[config.mk]
export PLATFORM = sky130hd
export DESIGN_NAME = liteeth_sram_fifo_ctrl
export DESIGN_NICKNAME = d
export VERILOG_FILES = /design/src/rtl/liteeth_sram_fifo_ctrl.sv
export SDC_FILE = /design/constraint.sdc
export NUM_CORES = 1
export LEC_CHECK = 0
export CORE_AREA = 3 3 156 196
export CTS_CLUSTER_SIZE = 10
export DETAILED_ROUTE_END_ITERATION = 8
export DIE_AREA = 0 0 159 199
export GPL_ROUTABILITY_DRIVEN = 0
export PLACE_DENSITY = 0.52
export SLEW_MARGIN = 30
export SYNTH_ARGS = -nofsm -noshare
export SYNTH_HDL_FRONTEND = slang
export SYNTH_SLANG_ARGS = --single-unit
export TNS_END_PERCENT = 10
[constraint.sdc]
create_clock -name clk -period 13.1 [get_ports clk]
set_clock_uncertainty 0.1 [all_clocks]
set_input_delay 2.62 -clock clk [delete_from_list [all_inputs] [get_ports clk]]
set_output_delay 2.62 -clock clk [all_outputs]
set_load 0.05 [all_outputs]
[src/rtl/liteeth_sram_fifo_ctrl.sv]
// Ring-buffer FIFO controller around a 1RW+1R SRAM macro (rw0 write-only, r0 read).
// A 2-entry output buffer absorbs the macro's 1-cycle read latency for full throughput.
module liteeth_sram_fifo_ctrl #(
    parameter int BITS       = 64,
    parameter int WORD_DEPTH = 1024,
    parameter int ADDR_WIDTH = 10
) (
    input  logic                  clk,
    input  logic                  rst_n,
    input  logic                  flush,
    input  logic                  in_valid,
    output logic                  in_ready,
    input  logic [BITS-1:0]       in_data,
    output logic                  out_valid,
    input  logic                  out_ready,
    output logic [BITS-1:0]       out_data,
    output logic [ADDR_WIDTH+1:0] level,
    output logic                  sram_rw0_ce,
    output logic                  sram_rw0_we,
    output logic [ADDR_WIDTH-1:0] sram_rw0_addr,
    output logic [BITS-1:0]       sram_rw0_wd,
    output logic                  sram_r0_ce,
    output logic [ADDR_WIDTH-1:0] sram_r0_addr,
    input  logic [BITS-1:0]       sram_r0_rd
);

    localparam logic [ADDR_WIDTH:0]   DEPTH_P = (ADDR_WIDTH+1)'(WORD_DEPTH);
    localparam logic [ADDR_WIDTH:0]   PTR_ONE = (ADDR_WIDTH+1)'(1);
    localparam logic [ADDR_WIDTH+1:0] LVL_ONE = (ADDR_WIDTH+2)'(1);

    logic [ADDR_WIDTH:0]   r_wr_ptr;
    logic [ADDR_WIDTH:0]   r_rd_ptr;
    logic                  r_inflight;
    logic [1:0]            r_obuf_cnt;
    logic [BITS-1:0]       r_obuf0;
    logic [BITS-1:0]       r_obuf1;
    logic [ADDR_WIDTH+1:0] r_level;

    logic [ADDR_WIDTH:0]   w_sram_cnt;
    logic                  w_push;
    logic                  w_pop;
    logic                  w_cap;
    logic                  w_rd;
    logic [2:0]            w_pend;
    logic [1:0]            w_obuf_left;

    // Pointers carry one extra wrap bit so full (cnt == depth) and empty differ.
    assign w_sram_cnt  = r_wr_ptr - r_rd_ptr;
    assign in_ready    = (w_sram_cnt != DEPTH_P) && !flush;
    // rst_n gating keeps the macro write port idle while reset is held.
    assign w_push      = in_valid && in_ready && rst_n;
    assign out_valid   = (r_obuf_cnt != 2'd0);
    assign out_data    = r_obuf0;
    assign w_pop       = out_valid && out_ready && !flush;
    assign w_cap       = r_inflight && !flush;
    assign w_pend      = {1'b0, r_obuf_cnt} + {2'b00, r_inflight} - {2'b00, w_pop};
    assign w_rd        = !flush && (w_sram_cnt != '0) && (w_pend < 3'd2);
    assign w_obuf_left = r_obuf_cnt - {1'b0, w_pop};

    assign sram_rw0_ce   = w_push;
    assign sram_rw0_we   = w_push;
    assign sram_rw0_addr = r_wr_ptr[ADDR_WIDTH-1:0];
    assign sram_rw0_wd   = w_push ? in_data : '0;
    assign sram_r0_ce    = w_rd;
    assign sram_r0_addr  = r_rd_ptr[ADDR_WIDTH-1:0];
    assign level         = r_level;

    always_ff @(posedge clk or negedge rst_n) begin
        if (!rst_n) begin
            r_wr_ptr   <= '0;
            r_rd_ptr   <= '0;
            r_inflight <= 1'b0;
            r_obuf_cnt <= 2'd0;
            r_obuf0    <= '0;
            r_obuf1    <= '0;
            r_level    <= '0;
        end else if (flush) begin
            r_wr_ptr   <= '0;
            r_rd_ptr   <= '0;
            r_inflight <= 1'b0;
            r_obuf_cnt <= 2'd0;
            r_level    <= '0;
        end else begin
            if (w_push) r_wr_ptr <= r_wr_ptr + PTR_ONE;
            if (w_rd)   r_rd_ptr <= r_rd_ptr + PTR_ONE;
            r_inflight <= w_rd;
            r_obuf_cnt <= r_obuf_cnt + {1'b0, w_cap} - {1'b0, w_pop};
            // Pop shifts the tail forward; a same-cycle capture lands behind what remains.
            if (w_pop) r_obuf0 <= r_obuf1;
            if (w_cap) begin
                if (w_obuf_left == 2'd0) r_obuf0 <= sram_r0_rd;
                else                     r_obuf1 <= sram_r0_rd;
            end
            // Read issue and capture only move words between stages; level tracks ends.
            if (w_push && !w_pop)      r_level <= r_level + LVL_ONE;
            else if (!w_push && w_pop) r_level <= r_level - LVL_ONE;
        end
    end

endmodule

==> results of run 1 <==
==> metal layers <==
metal	routed length (um)	global-route usage	up-vias
met3	2000	0.0589	34
met4	461	0.0493	4
met1	10900	0.194	3529
li1	-	-	3520
met5	25	0	-
met2	13700	0.301	246
==> layout by cell type (no fill, tap or decap), types with 5 or more instances in the layout <==
cell / instances
clkinv_2: 5
and3_1: 72
inv_1: 22
xor2_1: 8
a21oi_1: 49
ha_1: 25
nand2_1: 67
clkbuf_16: 17
dfrtp_1: 165
a22oi_1: 30
nor3_1: 10
mux2i_1: 15
mux2_2: 68
xnor2_1: 16
nor2_1: 69
nor2b_1: 7
nor4_1: 5
clkdlybuf4s50_1: 295
nand4_1: 7
buf_4: 11
o22ai_1: 33
nand3_1: 10
o21ai_0: 37
==> metrics by stage <==
stage          setup WS (ns)  total power, uW  hold WS [ns]   util  instance area (um2)
6_report                3.85             2690         0.377  0.425                12300
2_1_floorplan           5.63             1800         0.369      -                 8580
5_1_grt                 3.56             2880         0.414  0.425                12300
3_3_place_gp            3.97             2230         0.361  0.405                11800
4_1_cts                 3.82             2730         0.385  0.425                12300
3_5_place_dp            3.84             2240         0.370  0.406                11800
==> flip-flops by register name (all words and copies together) (netlist names) <==
name	flops
r_obuf1	64
level	12
out_data	64
r_wr_ptr	11
r_obuf_cnt	2
r_rd_ptr	11
r_inflight	1
==> worst register-to-register path: stages (launching register included) <==
cell and delay [ns]:
dfrtp_1 0.50, inv_1 0.09, ha_1 0.37, o21ai_1 0.16, a21oi_1 0.08, or2_0 0.23, or3_4 0.35, a2111oi_4 0.40
and4_1 0.49, nor3_4 0.16, nand2_1 0.46, ha_1 0.34, a21o_1 0.18, a21o_1 0.20, a2111oi_0 0.44, nor3_1 0.13
a41o_1 0.28, o41ai_1 0.46, o211a_1 0.25, nor3_1 0.05, nor3_1 0.17
==> how the worst max path moves through the flow <==
stage | start | endpoint | cells past startpoint
after global placement | out_ready | sram_r0_ce | 10
after CTS | out_ready | sram_r0_ce | 10
after global routing | out_ready | sram_r0_ce | 10
final | out_ready | sram_r0_ce | 10
after floorplan | flush | sram_r0_ce | 9
after detailed placement | out_ready | sram_r0_ce | 10
==> where the power goes <==
| part | internal [uW] | total, uW | switching (uW) |
|---|---|---|---|
| logic | 547 | 1390 | 840 |
| clock network | 261 | 475 | 215 |
| registers | 712 | 828 | 116 |
| total | 1520 | 2690 | 1170 |
==> logic make-up (layout without fill, tap and decap cells) <==
kind of cell	Yosys count	count (layout)	synth area share
buffers and inverters	99	364	0.0544
flip-flops	165	165	0.481
other	0	1	0
AO/OA/AOI/OAI	179	179	0.131
multiplexers	84	84	0.109
adder cells (fa/ha/maj)	27	27	0.0411
XOR/XNOR	25	25	0.0264
AND/OR/NAND/NOR	270	270	0.157
==> synthesized netlist by cell type (all sizes together), types with 2 or more instances <==
master and number:
nor4 5, clkbuf 51, nand2 67, a21oi 50
ha 25, dfrtp 165, nand2b 2, a41o 2
nor3 11, and2 3, and3 72, mux2i 15
o211ai 2, xnor2 17, nor2b 7, inv 23
nor4b 3, or2 3, a22oi 30, a21o 2
xor2 8, o21a 3, buf 25, a221o 3
fa 2, mux2 69, nand4 7, nor2 73
o22ai 33, or3 2, a2111oi 2, o21ai 40
a31oi 3, nand3 10, and4 2
==> layout make-up <==
class,count,share of cell area
diodes,1,0.000203
clock buffers,19,0.0351
clock inverters,12,0.00861
inverters,23,0.00699
multi-input cells,585,0.324
flip-flops and latches,165,0.334
well taps,396,0.0401
repair buffers,310,0.250
==> metrics.yaml, run 1 <==
clocking:
  clk_pin_slew_ns: 0.06
  cts_tree: "yes"
  numCtsBuffers: 17
  postCtsSetupRepairBufs: 0
  clk_latency_ns: 0.43
  cts.sink_count: 165
  root_buffer: "clkbuf_16"
  h-tree-depth: 4
  cts-resized-gates: 0
  holdBufCountCts: 0
  clockBufferDepth: 2
timing:
  tightestPinTransition_ns: 0.913
  period_needed_ns: 9.25
  report.final.slew_viol_count: 0
  tns_ns: 0
  setup-violations-final: 0
  finalHoldViolCount: 0
  rsz0062_at_grt: "false"
  fin_crit_sh: 0.706
  fmax_ghz: 0.108
  maxSlewHeadroom: 0.388
placement:
  io_buffers: 297
  dp_cells: 1479
  dp.final_hpwl_um: 18800
synth:
  ys.flop_type: "dfrtp_1"
  synth_seq_cells: 165
  yosys.area.top_type: "dfrtp_1"
  synthArstFlopShare: 1.00
  synth_fp_nets: 1009
  synthDistinctLibCells: 58
  yosys-top-cells-area: "dfrtp_1 48%, mux2_2 8.9%, and3_1 5.3%"
  synthesis.area_um2: 8580
  synth_top_area_frac: 0.481
  synth.yosys.seq_area_share: 0.481
  synth_edf_count: 0
  syn_avg_cell_area_um2: 10.1
  syn_inst: 849
  yosys_warnings: 0
critical_path:
  r2r_slack_ns: 7.16
  r2r.worst_path.cells: 20
  cp_data_arrival_time_ns: 6.53
  cp_max_fo: 15
  cp-start-kind: "input pin"
  reg2reg_from: "r_rd_ptr[6]"
  critPathCaptureType: "output pin"
  path_delay_family: "simple AND/OR/NAND/NOR gates"
  r2r-end: "level[11]"
  critPathBufInv: 2
  slowest_stage: "clkdlybuf4s50_1"
  critPathMaxStageDelay_ns: 0.96
  crit_path_cell_trace: "clkdlybuf4s50_1 -> nand2_1 -> nor2_1 -> ha_1 -> nand2b_1 -> fa_1 -> xnor2_1 -> nand3_1 -> nor2_1 -> clkdlybuf4s50_1"
  crit_type: "input pin to output pin"
  cp.required_ns: 10.38
worst_hold_path:
  hp-class: "flop to flop"
  hold_end: "out_data[12]"
  holdPathStages: 2
  min-delay-start: "out_data[12]"
grt:
  grt_max_degree: 75
  grt_antenna_before_repair: 3
  grt_pass1_wl_um: 42400
  grt_usage: 0.169
  grt_overflow_total: 0
  grt_pass1_vias: 7512
layout:
  stdcell_count: 1511
  drive_gt1_frac: 0.115
  layout.nets: 1262
  n_fill_cell: 2900
  seq_area_um2: 4130
  synthToLayoutAreaGrowth_pct: 44.0
  multi_input_comb_area_um2: 4010
drt:
  drtPass1Iterations: 4
  drc: 0
  routed_wl_um: 27100
  ant_nets: 0
  viasPerCell: 4.85
  drt-initial-drc-count: 297
  wl_per_cell_um: 17.9
  vias: 7333
floorplanning:
  die_w_um: 159
  die_area_um2: 31600
  die_h_um: 199
  start_util: 0.295
  num_rows: 70
  core_um2: 29100
  io_pins: 298
power_and_ir_drop:
  powerDensity_nw_per_um2: 218
  ir_worst_vdd_v: 0.000127
  p_leak_uw: 0.00532
outcome:
  run_status: "finished, final reports clean"
run:
  cap_violations: 0
Power figures use the tool's default switching activity.
==> run 2, diff against run 1 <==
==> constraint.sdc (replaced) <==
create_clock -name clk -period 8.9 [get_ports clk]
set_clock_uncertainty 0.1 [all_clocks]
set_input_delay 1.78 -clock clk [delete_from_list [all_inputs] [get_ports clk]]
set_output_delay 1.78 -clock clk [all_outputs]
set_load 0.05 [all_outputs]
==> run 2 against run 1 <==
Effect of this change: critical path depth up 1; global-route usage up 0.090 points; sequential share of layout area down 0.24 points.
==> metrics.yaml, run 2 (same netlist as run 1, synthesis figures left out) <==
drt:
  routed_wl_um: 27200
  drtPass1Iterations: 4
  wl_per_cell_um: 18.0
  drt-initial-drc-count: 292
  viasPerCell: 4.89
  drc: 0
  vias: 7396
  ant_nets: 0
critical_path:
  crit_type: "input pin to output pin"
  slowest_stage: "clkdlybuf4s50_1"
  cp-start-kind: "input pin"
  critPathMaxStageDelay_ns: 0.83
  cp_max_fo: 15
  r2r_slack_ns: 3.04
  crit_start: "out_ready"
  cp_data_arrival_time_ns: 5.07
  crit_path_cell_trace: "clkdlybuf4s50_1 -> nand2_1 -> nor2_1 -> ha_1 -> nand2b_1 -> fa_1 -> xnor2_1 -> nand3_1 -> nor2_1 -> buf_4 -> clkdlybuf4s50_1"
  critPathCaptureType: "output pin"
  r2r.worst_path.cells: 20
  reg2reg_from: "r_rd_ptr[6]"
  r2r-end: "level[11]"
  cp.required_ns: 7.02
grt:
  grt_pass1_vias: 7512
  grt_antenna_before_repair: 2
  grt_max_degree: 67
  grt.busiest_layer: "met2"
  met1_usage: 0.191
  grt_usage: 0.170
  grtUsageMet2: 0.314
  use_met3: 0.0531
  grt_overflow_total: 0
  grt_pass1_wl_um: 42700
worst_hold_path:
  holdPathStages: 2
  hold_end: "out_data[25]"
  hp-class: "flop to flop"
  min-delay-start: "out_data[25]"
timing:
  fin_crit_sh: 0.781
  maxSlewHeadroom: 0.376
  worst_slack_ns: 1.95
  rsz0062_at_grt: "false"
  tightestPinTransition_ns: 0.936
  period_needed_ns: 6.95
  tns_ns: 0
  setup-violations-final: 0
  fmax_ghz: 0.144
  report.final.slew_viol_count: 0
  finalHoldViolCount: 0
placement:
  dp.final_hpwl_um: 19100
  place_ws_ns: 1.95
  io_buffers: 297
  place_area_um2: 11800
clocking:
  cts_tree: "yes"
  cts.sink_count: 165
  cts-resized-gates: 0
  holdBufCountCts: 0
  clockBufferDepth: 2
  clk_pin_slew_ns: 0.07
  root_buffer: "clkbuf_16"
  numCtsBuffers: 17
  clk_latency_ns: 0.43
  postCtsSetupRepairBufs: 0
  h-tree-depth: 4
outcome:
  run_status: "finished, final reports clean"
power_and_ir_drop:
  powerDensity_nw_per_um2: 327
  ir_worst_vdd_v: 0.000209
  p_leak_uw: 0.00536
layout:
  final_common_cell: "clkdlybuf4s50_1"
  final_area_um2: 12400
  synthToLayoutAreaGrowth_pct: 45.0
  antenna_cells: 0
  drive_gt1_frac: 0.118
  layout.nets: 1263
  final_cell_mix: "295 x clkdlybuf4s50_1, 165 x dfrtp_1, 72 x and3_1"
  fin_util: 0.428
floorplanning:
  die_area_um2: 31600
  start_util: 0.295
  die_h_um: 199
  num_rows: 70
  core_um2: 29100
  die_w_um: 159
  io_pins: 298
run:
  cap_violations: 0
-- run 2: worst max path at each step --
| stage | endpoint | slack (ns) |
|---|---|---|
| 2_1_floorplan | sram_r0_ce | 3.11 |
| 3_3_place_gp | sram_r0_ce | 1.99 |
| 3_5_place_dp | sram_r0_ce | 1.95 |
| 4_1_cts | sram_r0_ce | 1.93 |
| 5_1_grt | sram_r0_ce | 1.70 |
| 6_report | sram_r0_ce | 1.95 |
-- run 2: power by group --
group | internal [uW] | total [uW] | switching [uW] | leakage (uW)
Sequential | 1050 | 1220 | 175 | 0.00204
Combinational | 809 | 2060 | 1250 | 0.00303
Clock | 458 | 790 | 331 | 0.000298
Total | 2320 | 4070 | 1750 | 0.00536
-- run 2: routing by layer --
layer	vias up	wire length (um)
met5	-	27
met3	23	1870
li1	3525	-
met1	3630	10900
met2	214	14100
met4	4	308
-- run 2: cell type report --
cell class                 count  area [um2]
clock buffer                  18         439
sequential                   165        4130
fill                        2865       16600
tap                          396         495
inverter                      23        86.3
timing repair buffer         311        3090
clock inverter                14         188
multi-input combinational    585        4010
-- run 2: per-stage QoR --
| step | power, uW | hold WS (ns) | instances |
|---|---|---|---|
| after floorplan | 2650 | 0.369 | 849 |
| after global placement | 3280 | 0.362 | 1479 |
| after detailed placement | 3310 | 0.369 | 1480 |
| after CTS | 4130 | 0.385 | 1512 |
| after global routing | 4340 | 0.408 | 1512 |
| final | 4070 | 0.378 | 1512 |
-- run 2: worst max-delay path, delay by kind of cell --
| kind | cells | cell delay (ns) |
|---|---|---|
| xor gates and xnor gates | 1 | 0.14 |
| and+or+nand+nor | 5 | 0.94 |
| buffers and inverters | 3 | 1.52 |
| adders and majority gates | 2 | 0.68 |
==> run 3, diff against run 2 <==
==> constraint.sdc (replaced) <==
create_clock -name clk -period 7 [get_ports clk]
set_clock_uncertainty 0.1 [all_clocks]
set_input_delay 1.4 -clock clk [delete_from_list [all_inputs] [get_ports clk]]
set_output_delay 1.4 -clock clk [all_outputs]
set_load 0.05 [all_outputs]
==> run 3 against run 2 <==
Effect of this change: first-iteration DRC count up 0.68%; global-route usage hardly changed; sequential cell count is the same; design area up 0.10%; critical path depth grew 9; utilization about the same; wire length up 0.54%; register-to-register slack lost 1.8 ns; largest power group unchanged.
==> metrics.yaml, run 3 (same netlist as run 1, synthesis figures left out) <==
critical_path:
  reg2reg_from: "r_rd_ptr[6]"
  critPathCaptureType: "flop"
  cp_max_fo: 11
  critPathBufInv: 1
  cpMostUsedCell: "nor3_1"
  crit_type: "flop to flop"
  path_delay_family: "compound AO/OA/AOI/OAI gates"
  r2r_slack_ns: 1.27
  critPathMaxStageDelay_ns: 0.49
  cp_data_arrival_time_ns: 5.98
  cp-start-kind: "flop"
  r2r.worst_path.cells: 20
  cp.required_ns: 7.24
  r2r-end: "level[11]"
  slowest_stage: "dfrtp_1"
  crit_path_cell_trace: "inv_1 -> ha_1 -> o21ai_1 -> a21oi_1 -> or2_0 -> or3_4 -> a2111oi_4 -> and4_1 -> nor3_4 -> nand2_1 -> ha_1 -> a21o_1 -> a21o_1 -> a2111oi_0 -> nor3_1 -> a41o_1 -> o41ai_1 -> o211a_1 -> nor3_1 -> nor3_1"
timing:
  fmax_ghz: 0.174
  fin_crit_sh: 0.819
  period_needed_ns: 5.73
  rsz0062_at_grt: "false"
  whs_ns: 0.379
  worst_slack_ns: 1.27
  report.final.slew_viol_count: 0
  finalHoldViolCount: 0
  setup-violations-final: 0
  maxSlewHeadroom: 0.360
  tns_ns: 0
  tightestPinTransition_ns: 0.955
layout:
  synthToLayoutAreaGrowth_pct: 45.1
  layout.nets: 1265
  drive_gt1_frac: 0.121
  final_cell_mix: "294 x clkdlybuf4s50_1, 165 x dfrtp_1, 72 x and3_1"
  final_common_cell: "clkdlybuf4s50_1"
  antenna_cells: 0
  final_area_um2: 12500
  n_fill_cell: 2867
grt:
  grt_pass1_vias: 7437
  grt_antenna_before_repair: 1
  grt_usage: 0.171
  grt_max_degree: 69
  grt_pass1_wl_um: 42800
  grt_overflow_total: 0
clocking:
  clk_latency_ns: 0.43
  holdBufCountCts: 0
  numCtsBuffers: 17
  cts.sink_count: 165
  cts-resized-gates: 0
  cts_tree: "yes"
  postCtsSetupRepairBufs: 0
  clk_pin_slew_ns: 0.07
  clockBufferDepth: 2
  h-tree-depth: 4
  root_buffer: "clkbuf_16"
worst_hold_path:
  min-delay-start: "out_data[41]"
  holdPathStages: 2
  hold_end: "out_data[41]"
  hp-class: "flop to flop"
drt:
  wl_per_cell_um: 18.1
  drc: 0
  ant_nets: 0
  routed_wl_um: 27300
  drt-initial-drc-count: 294
  vias: 7272
  drtPass1Iterations: 4
  viasPerCell: 4.81
run:
  cap_violations: 0
placement:
  place_ws_ns: 1.32
  io_buffers: 297
  dp.final_hpwl_um: 19200
  place_area_um2: 11800
floorplanning:
  die_w_um: 159
  start_util: 0.295
  core_um2: 29100
  io_pins: 298
  die_area_um2: 31600
  die_h_um: 199
  num_rows: 70
outcome:
  run_status: "finished, final reports clean"
power_and_ir_drop:
  p_leak_uw: 0.00537
  powerDensity_nw_per_um2: 415
  ir_worst_vdd_v: 0.000211
  power_uw: 5170
==> run 3: changes by cell type in the layout (fill, tap and decap cells not counted) <==
cell	before	now
clkdlybuf4s50_1	295	294
buf_4	13	15
nand3_2	0	1
inv_8	2	1
buf_12	0	1
clkinvlp_4	3	2
inv_6	5	3
clkinv_2	0	2
clkinv_4	1	2
nand3_1	10	9
==> run 3: metrics by stage <==
stage / cells / utilization
detailed placement: 1482 / 0.407
floorplan: 849 / -
global placement: 1481 / 0.406
CTS: 1513 / 0.428
finish: 1513 / 0.428
global route: 1513 / 0.428
==> run 3: worst max-delay path by stage <==
| stage | startpoint | endpoint | slack [ns] | cells after the start |
|---|---|---|---|---|
| 5_1_grt | r_rd_ptr[6] | level[11] | 0.79 | 20 |
| 2_1_floorplan | r_rd_ptr[6] | level[11] | 1.66 | 22 |
| 3_5_place_dp | r_rd_ptr[6] | level[11] | 1.32 | 20 |
| 4_1_cts | r_rd_ptr[6] | level[11] | 1.29 | 20 |
| 3_3_place_gp | rst_n | sram_rw0_wd[15] | 1.37 | 5 |
| 6_report | r_rd_ptr[6] | level[11] | 1.27 | 20 |
==> run 3: area by class of cell <==
cell class                      count  area [um2]  share of cell area
Clock buffer                       18         439              0.0353
Clock inverter                     13         170              0.0137
Inverter                           23        86.3             0.00693
Multi-Input combinational cell    585        4010               0.322
Sequential cell                   165        4130               0.332
Tap cell                          396         495              0.0398
Timing Repair Buffer              313        3120               0.251
==> run 3: worst reg2reg max path, stage by stage (launching register included) <==
cell,delay (ns)
dfrtp_1,0.49
inv_1,0.08
ha_1,0.36
o21ai_1,0.16
a21oi_1,0.08
or2_0,0.23
or3_4,0.35
a2111oi_4,0.38
and4_1,0.49
nor3_4,0.15
nand2_1,0.41
ha_1,0.33
a21o_1,0.17
a21o_1,0.20
a2111oi_0,0.39
nor3_1,0.14
a41o_1,0.28
o41ai_1,0.41
o211a_1,0.24
nor3_1,0.05
nor3_1,0.16
==> run 3: power breakdown <==
group	total [uW]	switching, uW	leakage (uW)	internal (uW)
sequential	1550	216	0.00204	1330
clock	985	411	0.000295	575
combinational	2630	1590	0.00304	1040
==> run 3: per-layer routing <==
| metal | track usage | vias to the layer above | share of wire |
|---|---|---|---|
| li1 | - | 3524 | - |
| met1 | 0.194 | 3498 | 0.41 |
| met2 | 0.308 | 228 | 0.51 |
| met3 | 0.0573 | 20 | 0.069 |
| met4 | 0.0454 | 2 | 0.0095 |
| met5 | 0 | - | 0.00029 |
